$ cat src/rtl/alu381_pkg.sv
// alu381_pkg: op codes, FSM state type and op classification for alu381_seq.
// Latency: n/a (declarations only).
// Backpressure: n/a.
// Optional feature macro used by the design files: ALU381_GP_EN.
package alu381_pkg;

  localparam logic [2:0] OP_CLR = 3'b000;  // f = 0
  localparam logic [2:0] OP_BMA = 3'b001;  // B + ~A + cin
  localparam logic [2:0] OP_AMB = 3'b010;  // A + ~B + cin
  localparam logic [2:0] OP_ADD = 3'b011;  // A + B + cin
  localparam logic [2:0] OP_XOR = 3'b100;
  localparam logic [2:0] OP_OR  = 3'b101;
  localparam logic [2:0] OP_AND = 3'b110;
  localparam logic [2:0] OP_SET = 3'b111;  // f = all ones

  typedef enum logic [1:0] {
    IDLE = 2'd0,
    RUN  = 2'd1,
    DONE = 2'd2
  } state_t;

  // Arithmetic ops are the only ones that use the carry chain and flags.
  function automatic logic is_arith(input logic [2:0] op);
    return (op == OP_BMA) || (op == OP_AMB) || (op == OP_ADD);
  endfunction

endpackage

$ cat src/rtl/alu381_slice.sv
// alu381_slice: one SLICE-bit slice of the 381 function set.
// Latency: combinational.
// Backpressure: none (pure function of its inputs).
// Ports: i_a/i_b operand slices, i_op function, i_ci slice carry-in;
//   o_f result slice, o_co carry-out, o_c_msb carry into the slice MSB,
//   o_g/o_p slice generate/propagate (present only with ALU381_GP_EN).
module alu381_slice
  import alu381_pkg::*;
#(
  parameter int SLICE = 4
) (
  input  logic [SLICE-1:0] i_a,
  input  logic [SLICE-1:0] i_b,
  input  logic [2:0]       i_op,
  input  logic             i_ci,
  output logic [SLICE-1:0] o_f,
  output logic             o_co,
  output logic             o_c_msb
`ifdef ALU381_GP_EN
  ,
  output logic             o_g,
  output logic             o_p
`endif
);

  logic [SLICE-1:0] w_x;
  logic [SLICE-1:0] w_y;
  logic [SLICE:0]   w_sum;
  logic             w_arith;

  always_comb begin
    w_x = i_a;
    w_y = i_b;
    case (i_op)
      OP_BMA: begin
        w_x = i_b;
        w_y = ~i_a;
      end
      OP_AMB: begin
        w_x = i_a;
        w_y = ~i_b;
      end
      default: begin
        w_x = i_a;
        w_y = i_b;
      end
    endcase
  end

  assign w_sum   = {1'b0, w_x} + {1'b0, w_y} + {{SLICE{1'b0}}, i_ci};
  assign w_arith = is_arith(i_op);

  always_comb begin
    o_f = w_sum[SLICE-1:0];
    case (i_op)
      OP_CLR:  o_f = '0;
      OP_XOR:  o_f = i_a ^ i_b;
      OP_OR:   o_f = i_a | i_b;
      OP_AND:  o_f = i_a & i_b;
      OP_SET:  o_f = '1;
      default: o_f = w_sum[SLICE-1:0];
    endcase
  end

  assign o_co    = w_arith & w_sum[SLICE];
  // Sum MSB = x ^ y ^ c_in, so the carry into the MSB falls out without a second adder.
  assign o_c_msb = w_arith & (w_sum[SLICE-1] ^ w_x[SLICE-1] ^ w_y[SLICE-1]);

`ifdef ALU381_GP_EN
  logic w_prop;
  assign w_prop = &(w_x ^ w_y);
  assign o_p    = w_arith & w_prop;
  // With ci=1 the carry-out is g|p; g and p are exclusive, so masking p recovers g.
  assign o_g    = w_arith & w_sum[SLICE] & ~(i_ci & w_prop);
`endif

endmodule

$ cat src/rtl/alu381_seq.sv
// alu381_seq: WIDTH-bit 381-style ALU evaluated SLICE bits per cycle, LSB slice first.
// Latency: done pulses the cycle after the NSLICE-th edge following acceptance; one op per NSLICE+1 cycles.
// Backpressure: start is accepted only in IDLE/DONE (busy=0); start while busy is dropped, not queued.
// Ports: clk, rst_n (async active-low); start/op/a/b/cin request (latched on accept);
//   busy, done pulse, f result, cout, ovf, zero flags (held between done pulses);
//   g_out/p_out word generate/propagate when ALU381_GP_EN is defined.
module alu381_seq
  import alu381_pkg::*;
#(
  parameter int WIDTH = 16,
  parameter int SLICE = 4
) (
  input  logic             clk,
  input  logic             rst_n,
  input  logic             start,
  input  logic [2:0]       op,
  input  logic [WIDTH-1:0] a,
  input  logic [WIDTH-1:0] b,
  input  logic             cin,
  output logic             busy,
  output logic             done,
  output logic [WIDTH-1:0] f,
  output logic             cout,
  output logic             ovf,
  output logic             zero
`ifdef ALU381_GP_EN
  ,
  output logic             g_out,
  output logic             p_out
`endif
);

  localparam int NSLICE = WIDTH / SLICE;
  localparam int IDXW   = (NSLICE > 1) ? $clog2(NSLICE) : 1;
  localparam logic [IDXW-1:0] LAST = IDXW'(NSLICE - 1);

  state_t           r_state;
  logic [WIDTH-1:0] r_a;       // shifted right one slice per RUN cycle
  logic [WIDTH-1:0] r_b;
  logic [2:0]       r_op;
  logic             r_carry;
  logic [IDXW-1:0]  r_idx;
  logic [WIDTH-1:0] r_acc;     // result slices shift in from the top
  logic             r_busy;
  logic             r_done;
  logic [WIDTH-1:0] r_f;
  logic             r_cout;
  logic             r_ovf;
  logic             r_zero;

  logic [SLICE-1:0] w_fs;
  logic             w_co;
  logic             w_c_msb;
  logic [WIDTH-1:0] w_acc_next;

`ifdef ALU381_GP_EN
  logic r_gcarry;  // ripple carry of the same word with cin forced to 0
  logic r_pall;    // AND of slice propagates so far
  logic r_g;
  logic r_p;
  logic w_g;
  logic w_p;
  logic w_gcarry_next;
  assign w_gcarry_next = w_g | (w_p & r_gcarry);
`endif

  alu381_slice #(
    .SLICE(SLICE)
  ) u_slice (
    .i_a     (r_a[SLICE-1:0]),
    .i_b     (r_b[SLICE-1:0]),
    .i_op    (r_op),
    .i_ci    (r_carry),
    .o_f     (w_fs),
    .o_co    (w_co),
    .o_c_msb (w_c_msb)
`ifdef ALU381_GP_EN
    ,
    .o_g     (w_g),
    .o_p     (w_p)
`endif
  );

  // After NSLICE shifts the first slice has reached bit 0.
  generate
    if (NSLICE > 1) begin : g_acc_shift
      assign w_acc_next = {w_fs, r_acc[WIDTH-1:SLICE]};
    end else begin : g_acc_single
      assign w_acc_next = w_fs;
    end
  endgenerate

  always_ff @(posedge clk or negedge rst_n) begin
    if (!rst_n) begin
      r_state  <= IDLE;
      r_a      <= '0;
      r_b      <= '0;
      r_op     <= OP_CLR;
      r_carry  <= 1'b0;
      r_idx    <= '0;
      r_acc    <= '0;
      r_busy   <= 1'b0;
      r_done   <= 1'b0;
      r_f      <= '0;
      r_cout   <= 1'b0;
      r_ovf    <= 1'b0;
      r_zero   <= 1'b0;
`ifdef ALU381_GP_EN
      r_gcarry <= 1'b0;
      r_pall   <= 1'b0;
      r_g      <= 1'b0;
      r_p      <= 1'b0;
`endif
    end else begin
      r_done <= 1'b0;
      case (r_state)
        IDLE, DONE: begin
          if (start) begin
            r_a      <= a;
            r_b      <= b;
            r_op     <= op;
            r_carry  <= is_arith(op) & cin;
            r_idx    <= '0;
            r_busy   <= 1'b1;
            r_state  <= RUN;
`ifdef ALU381_GP_EN
            r_gcarry <= 1'b0;
            r_pall   <= 1'b1;
`endif
          end else begin
            r_state <= IDLE;
          end
        end
        RUN: begin
          r_a     <= r_a >> SLICE;
          r_b     <= r_b >> SLICE;
          r_acc   <= w_acc_next;
          r_carry <= w_co;
          r_idx   <= r_idx + 1'b1;
`ifdef ALU381_GP_EN
          r_gcarry <= w_gcarry_next;
          r_pall   <= r_pall & w_p;
`endif
          if (r_idx == LAST) begin
            r_state <= DONE;
            r_busy  <= 1'b0;
            r_done  <= 1'b1;
            r_f     <= w_acc_next;
            // Slice carries are already forced to 0 for non-arithmetic ops.
            r_cout  <= w_co;
            r_ovf   <= w_c_msb ^ w_co;
            r_zero  <= (w_acc_next == '0);
`ifdef ALU381_GP_EN
            r_g     <= w_gcarry_next;
            r_p     <= r_pall & w_p;
`endif
          end
        end
        default: r_state <= IDLE;
      endcase
    end
  end

  assign busy = r_busy;
  assign done = r_done;
  assign f    = r_f;
  assign cout = r_cout;
  assign ovf  = r_ovf;
  assign zero = r_zero;
`ifdef ALU381_GP_EN
  assign g_out = r_g;
  assign p_out = r_p;
`endif

endmodule

$ cat config.mk
export PLATFORM = sky130hd
export DESIGN_NAME = alu381_seq
export DESIGN_NICKNAME = d
export VERILOG_FILES = /design/src/rtl/alu381_pkg.sv /design/src/rtl/alu381_slice.sv /design/src/rtl/alu381_seq.sv
export SDC_FILE = /design/constraint.sdc
export NUM_CORES = 1
export LEC_CHECK = 0
export ABC_AREA = 1
export CAP_MARGIN = 10
export CELL_PAD_IN_SITES_DETAIL_PLACEMENT = 0
export CELL_PAD_IN_SITES_GLOBAL_PLACEMENT = 1
export CORE_MARGIN = 8
export CORE_UTILIZATION = 40
export CTS_BUF_LIST = sky130_fd_sc_hd__clkbuf_2
export DETAILED_ROUTE_END_ITERATION = 12
export HOLD_SLACK_MARGIN = 0.03
export PLACE_DENSITY_LB_ADDON = 0.1
export SLEW_MARGIN = 10
export SYNTH_ARGS = -nofsm -noshare
export SYNTH_HDL_FRONTEND = slang
export SYNTH_SLANG_ARGS = --single-unit
$ cat constraint.sdc
create_clock -name clk -period 6.5 [get_ports clk]
set_clock_uncertainty 0.05 [all_clocks]
set_input_delay 0.65 -clock clk [delete_from_list [all_inputs] [get_ports clk]]
set_output_delay 0.65 -clock clk [all_outputs]
set_load 0.02 [all_outputs]
; Word level (Yosys, flattened, before mapping)
; Index checks and enable logic that the tools add are counted.
[totals]
reg_bits = 77
output_inout_bits = 21
in_bits = 39
elab_cells = 74
[classes]
reduce_logical = 13
addsub = 3
n_eq_ne = 15
bitwise_logic = 11
muxes = 19
[ops]
columns = cell, count
row1 = $pmux 16 s2, 2
row2 = $mux 16, 2
row3 = $pmux 4 s5, 1
row4 = $logic_not 16->1, 1
row5 = $eq 3x2->1 const B, 4
row6 = $eq 3x3->1 const B, 4
row7 = $not 4->4, 2
row8 = $pmux 2 s2, 2
row9 = $pmux 4 s2, 1
row10 = $eq 3x1->1 const B, 2
row11 = $mux 1, 6
row12 = $reduce_and 2->1, 3
row13 = $add 4x4->5, 1
row14 = $add 5x1->5, 1
row15 = $and 4x4->4, 1
row16 = $eq 2x2->1 const B, 2
row17 = $logic_or 1x1->1, 4
row18 = $mux 2, 2
row19 = $mux 4, 1
row20 = $ne 2x2->1 const B, 2
row21 = $or 4x4->4, 1
row22 = $pmux 1 s2, 2
row23 = $xor 4x4->4, 1
row24 = $and 1x1->1, 3
row25 = other kinds (8), 10

; Depth between registers and ports, before layout
[logic_depth]
word_depth = 8
ltp_mapped = 17
ltp_nobuf = 17

; Modules after synthesis
; Synthesis repeated with hierarchy kept, for this count alone.
[unflattened]
cells_unflattened = 438
area_unflattened_um2 = 3672.3
[by_module_without_submodules]
columns = mod, cells_each, area_each_um2, seq_area_each_um2, instances
row1 = alu381_seq, 334, 2975.4, 1826.8, 1
row2 = alu381_slice, 104, 696.9, 0.0, 1

; Worst setup path before layout
; OpenSTA, ideal clock, no wires.
[synth_path]
path_kind = reg-to-reg
startpoint = register r_op[1]
endpoint = register r_zero (netlist: zero)
path_slack_ps = 4202
path_buffers = 1
path_stages_with_launch = 15
arrival_time_ps = 2183
period_less_slack_ps = 2298
t_required_ps = 6385
setup_ps = 65
path_cell_list = dfrtp_1 inv_2 nand3_4 buf_6 o221ai_1 fa_1 inv_1 fa_1 xor2_1 nor2_1 nor2_1 nand2_1 nor2_1 nand2_1 nand2_1
[synth_between]
elab_chain_len = 6
word_cells_on_any_way = 13
cone_classes = add/sub (2) / eq/ne (6) / mux (3) / reduce/logical (2)
[synth_rtl]
columns = element, line
row1 = start: declaration, alu381_seq.sv:40  ; logic [2:0] r_op;
row2 = start signal: assignment, alu381_seq.sv:121  ; r_op <= op;
row3 = $eq 3x2->1 / $eq 3x1->1 (equally long branches), alu381_slice.sv:34  ; case (i_op)
row4 = $pmux 4 s2 / $mux 4 (equally long branches), alu381_slice.sv:34
row5 = $add 4x4->5, alu381_slice.sv:50  ; assign w_sum = {1'b0, w_x} + {1'b0, w_y} + {{SLICE{1'b0}}, i_ci};
row6 = $add 5x1->5, alu381_slice.sv:50
row7 = $pmux 4 s5 (*), alu381_slice.sv:55  ; case (i_op)
row8 = $logic_not 16->1 (*), alu381_seq.sv:152  ; r_zero <= (w_acc_next == '0);
row9 = end signal: assignment, alu381_seq.sv:152
row10 = end: declaration, alu381_seq.sv:49  ; logic r_zero;
; Every way passes the cells marked *; elsewhere a longest branch is shown, timed or not.
; A chain may end at the register's enable or synchronous reset.

; Worst setup path in the final report
[layout_path]
startpoint = register r_op[0]
endpoint = register r_zero (netlist: zero)
; Same word-level chain as after synthesis.

==> results.md <==
- Status: complete, no violations
- Starting Density: between 40 and 50%
- Cells after synthesis: 415
- YS warnings: 0
- Final hold vios: 0
- Final nets: about 520
- Largest net degree at the start of global routing: between 70 and 80
- H-tree depth: 3
- Synthesis-stage register bit count: 73
- Share of the synthesized area in the top cell type: 51.2%
- Pins over their slew limit: 0
- Post-route cell area: between 4000 and 5000 um2
- Data arrival, critical path: 3.21 ns
- Syn Area/Cell: 8.59 um2
- Final core occ: 49.9%
- Filler cell count: between 800 and 900
- Post_cts resized: 0
- Syn nets: ~470
- Wire length per cell: approximately 14 um
- Max-Cap Viols: 0
- Post-Syn Area: 3560 um2
- CP Max Fanout: 10
- Worst Hold Class: input pin to asynchronous set/reset pin
- Clock power frac: between 10% and 20%
- Worst Path Required: about 7 ns
- Detailed-route DRC error count: 0
- Vias: around 2.8k
- Multi-input gate area: 1470 um2
- Cells after DPL: around 570
- Synth top area cells: dfrtp_1 (51%), nand2_1 (15%), o21ai_0 (5.8%), ha_1 (4.2%), inv_1 (4.1%)
- Slew headroom: 28.6%
- Ports: 60
- Worst skew pair latency: approximately 0.48 ns
- Most frequent cells in the layout: nand2_1 (141), dfrtp_1 (73), clkdlybuf4s50_1 (58)
- HPWL Detailed: 6130 um
- First-pass GRT wire length: ~14000 um
- Clock buffer depth: 2
- Total CTS buffers: 9
- Reg area: between 1500 and 2000 um2
- Pleak: ~2 nW
- Part of the cycle the worst path needs: 43.2%
- Switch Pwr: 1.03 mW
- Number of global-route vias before repair: 2915
- Core area: 8680 um2
- Comb power frac: a little over half
- DRT Wirelength: 8270 um
- Final setup violation count: 0
- ANT cells: 0
- Seq/Total Area, Yosys: between 50% and 60%
- Worst setup SP type: flip-flop
- Clk pin slew, worst setup/hold paths: around 0.23 ns
- CTS tree: done
- Largest family of logic cells by synthesized area: simple AND/OR/NAND/NOR gates
- Layout Cells excl Fill: ~580
- Top cell type by total area after synthesis: dfrtp_1
- Gpl congestion: about 0.8
- CTS root buf: clkbuf_2
- Synth Area in Compound Gates: ~12%
- Int Power: ~1.2 mW
- Fin crit period: roughly 2.8 ns
- TritonRoute pass-1 iters: 4
- Tot GR Track Use: around 14%
- TNS Setup: 0 ns
- Area grow syn2layout: 21.5%
- Sw frac: 46.2%
- Cell Rows: 34
- Number of port buffers: 59
- Antenna-violating nets left: 0
- Avg Vias per Cell: between 4 and 5
- Synth Area in Adders: 5.34%
- Peak Freq: 356 MHz
- RSZ-0062 raised after global routing: no
- Post-synthesis mux area share: 0%
- Worst Setup Path Type: flip-flop to flip-flop
- Die Area: about 12000 um2
- Initial antenna violation count: 0
- Synth Area in Simple Gates: a little under a quarter
- Commonest non-fill, non-tap cell in the layout: nand2_1
- Iter 0 DRT Violations: 106
- Maximum VDD drop: 0.206 mV
- Clock sink total: 73
- Xor/xnor cell area share of the yosys netlist: 0.246%
- Die W: around 110 um
- Post-DP Area: 4190 um2
- GRT Residual Overflow: 0
- Die Y: approximately 110 um
- Layout cell share with drive strength beyond 1: approximately 6.8%
- CTS Hold Bufs: 0
- PwrDens: approximately 520 nW/um2
- Crit path capture type: flip-flop
- Seq pwr share: between 30% and 40%
- Worst-margin pin slew: 1.07 ns
- Distinct cells, synth: 31
- Setup bufs post-CTS: 0
==> path summary, 6_finish.rpt <==
| path | slack (ns) | from | to | cells past startpoint |
|---|---|---|---|---|
| worst min-delay path | 0.28 | rst_n | r_a[6]$_DFFE_PN0P_ | 2 |
| worst max register to register | 3.69 | r_op[0]$_DFFE_PN0P_ | zero$_DFFE_PN0P_ | 15 |
| worst max-delay path | 3.69 | r_op[0]$_DFFE_PN0P_ | zero$_DFFE_PN0P_ | 15 |
| min in group clk | 0.44 | r_b[10]$_DFFE_PN0P_ | r_b[6]$_DFFE_PN0P_ | 2 |
| worst min register to register | 0.44 | r_b[10]$_DFFE_PN0P_ | r_b[6]$_DFFE_PN0P_ | 2 |
| max in group asynchronous | 5.49 | rst_n | r_b[0]$_DFFE_PN0P_ | 2 |
==> layout make-up <==
| type | instances | share of cell area [%] |
|---|---|---|
| Clock buffer | 10 | 1.16 |
| Clock inverter | 6 | 2.08 |
| Inverter | 44 | 3.87 |
| Multi-Input combinational cell | 281 | 33.9 |
| Sequential cell | 73 | 42.2 |
| Tap cell | 108 | 3.12 |
| Timing Repair Buffer | 60 | 13.7 |
==> worst max-delay path: stages (launching register included) <==
cell	delay, ns
dfrtp_1	0.60
inv_2	0.11
nand2_4	0.11
nand3_2	0.11
inv_1	0.11
o221ai_1	0.14
fa_1	0.46
inv_1	0.09
fa_1	0.22
xor2_1	0.16
nor2_1	0.05
nor2_1	0.25
nand2_1	0.09
nor2_1	0.11
nand2_1	0.07
nand2_1	0.06
==> kinds of logic after synthesis <==
kind of cell    after synthesis
compound gates               73
xor+xnor                      1
fa+ha+maj                    14
buf+inv                      61
flops                        73
simple gates                193
==> synth_stat cells (all sizes together) <==
cell type / n
buf: 10
o211ai: 13
xor2: 1
o221ai: 3
ha: 12
nand4: 7
a22o: 7
clkbuf: 7
or2: 1
nand3b: 1
nor2: 15
inv: 44
nor3: 2
nand2: 143
o21ai: 45
a21oi: 4
dfrtp: 73
nand3: 24
fa: 2
o211a: 1
==> stage by stage <==
step                worst slack [ns]  total power [mW]  hold slack, ns
floorplan                       4.20              1.62           0.304
global placement                3.69              1.96           0.415
detailed placement              3.69              1.97           0.421
CTS                             3.68              2.27           0.297
global route                    3.48              2.48           0.336
finish                          3.69              2.24           0.282
==> power groups by stage <==
stage / Sequential [mW] / Combinational, mW / Clock (mW)
floorplan: 0.798 / 0.822 / 0
global placement: 0.772 / 1.19 / 0
detailed placement: 0.773 / 1.20 / 0
CTS: 0.764 / 1.20 / 0.304
global route: 0.789 / 1.37 / 0.319
finish: 0.763 / 1.18 / 0.297
==> state kept, by name (all words and copies together) (netlist names), 2 cells and up <==
signal / cells
f: 16
r_a: 16
r_acc: 12
r_b: 16
r_idx: 2
r_op: 3
r_state: 2
==> layer usage <==
layer  GRT usage [%]  wire (um)  part of all wire (%)  vias to the layer above
met5               0          0                     0                        -
met4            4.86        116                   1.4                        0
met3            3.14        282                   3.4                       11
met2            21.8       3730                    45                       36
met1            18.1       4140                    50                     1283
li1                -          -                     -                     1462
(Power assumes the default switching activity.)
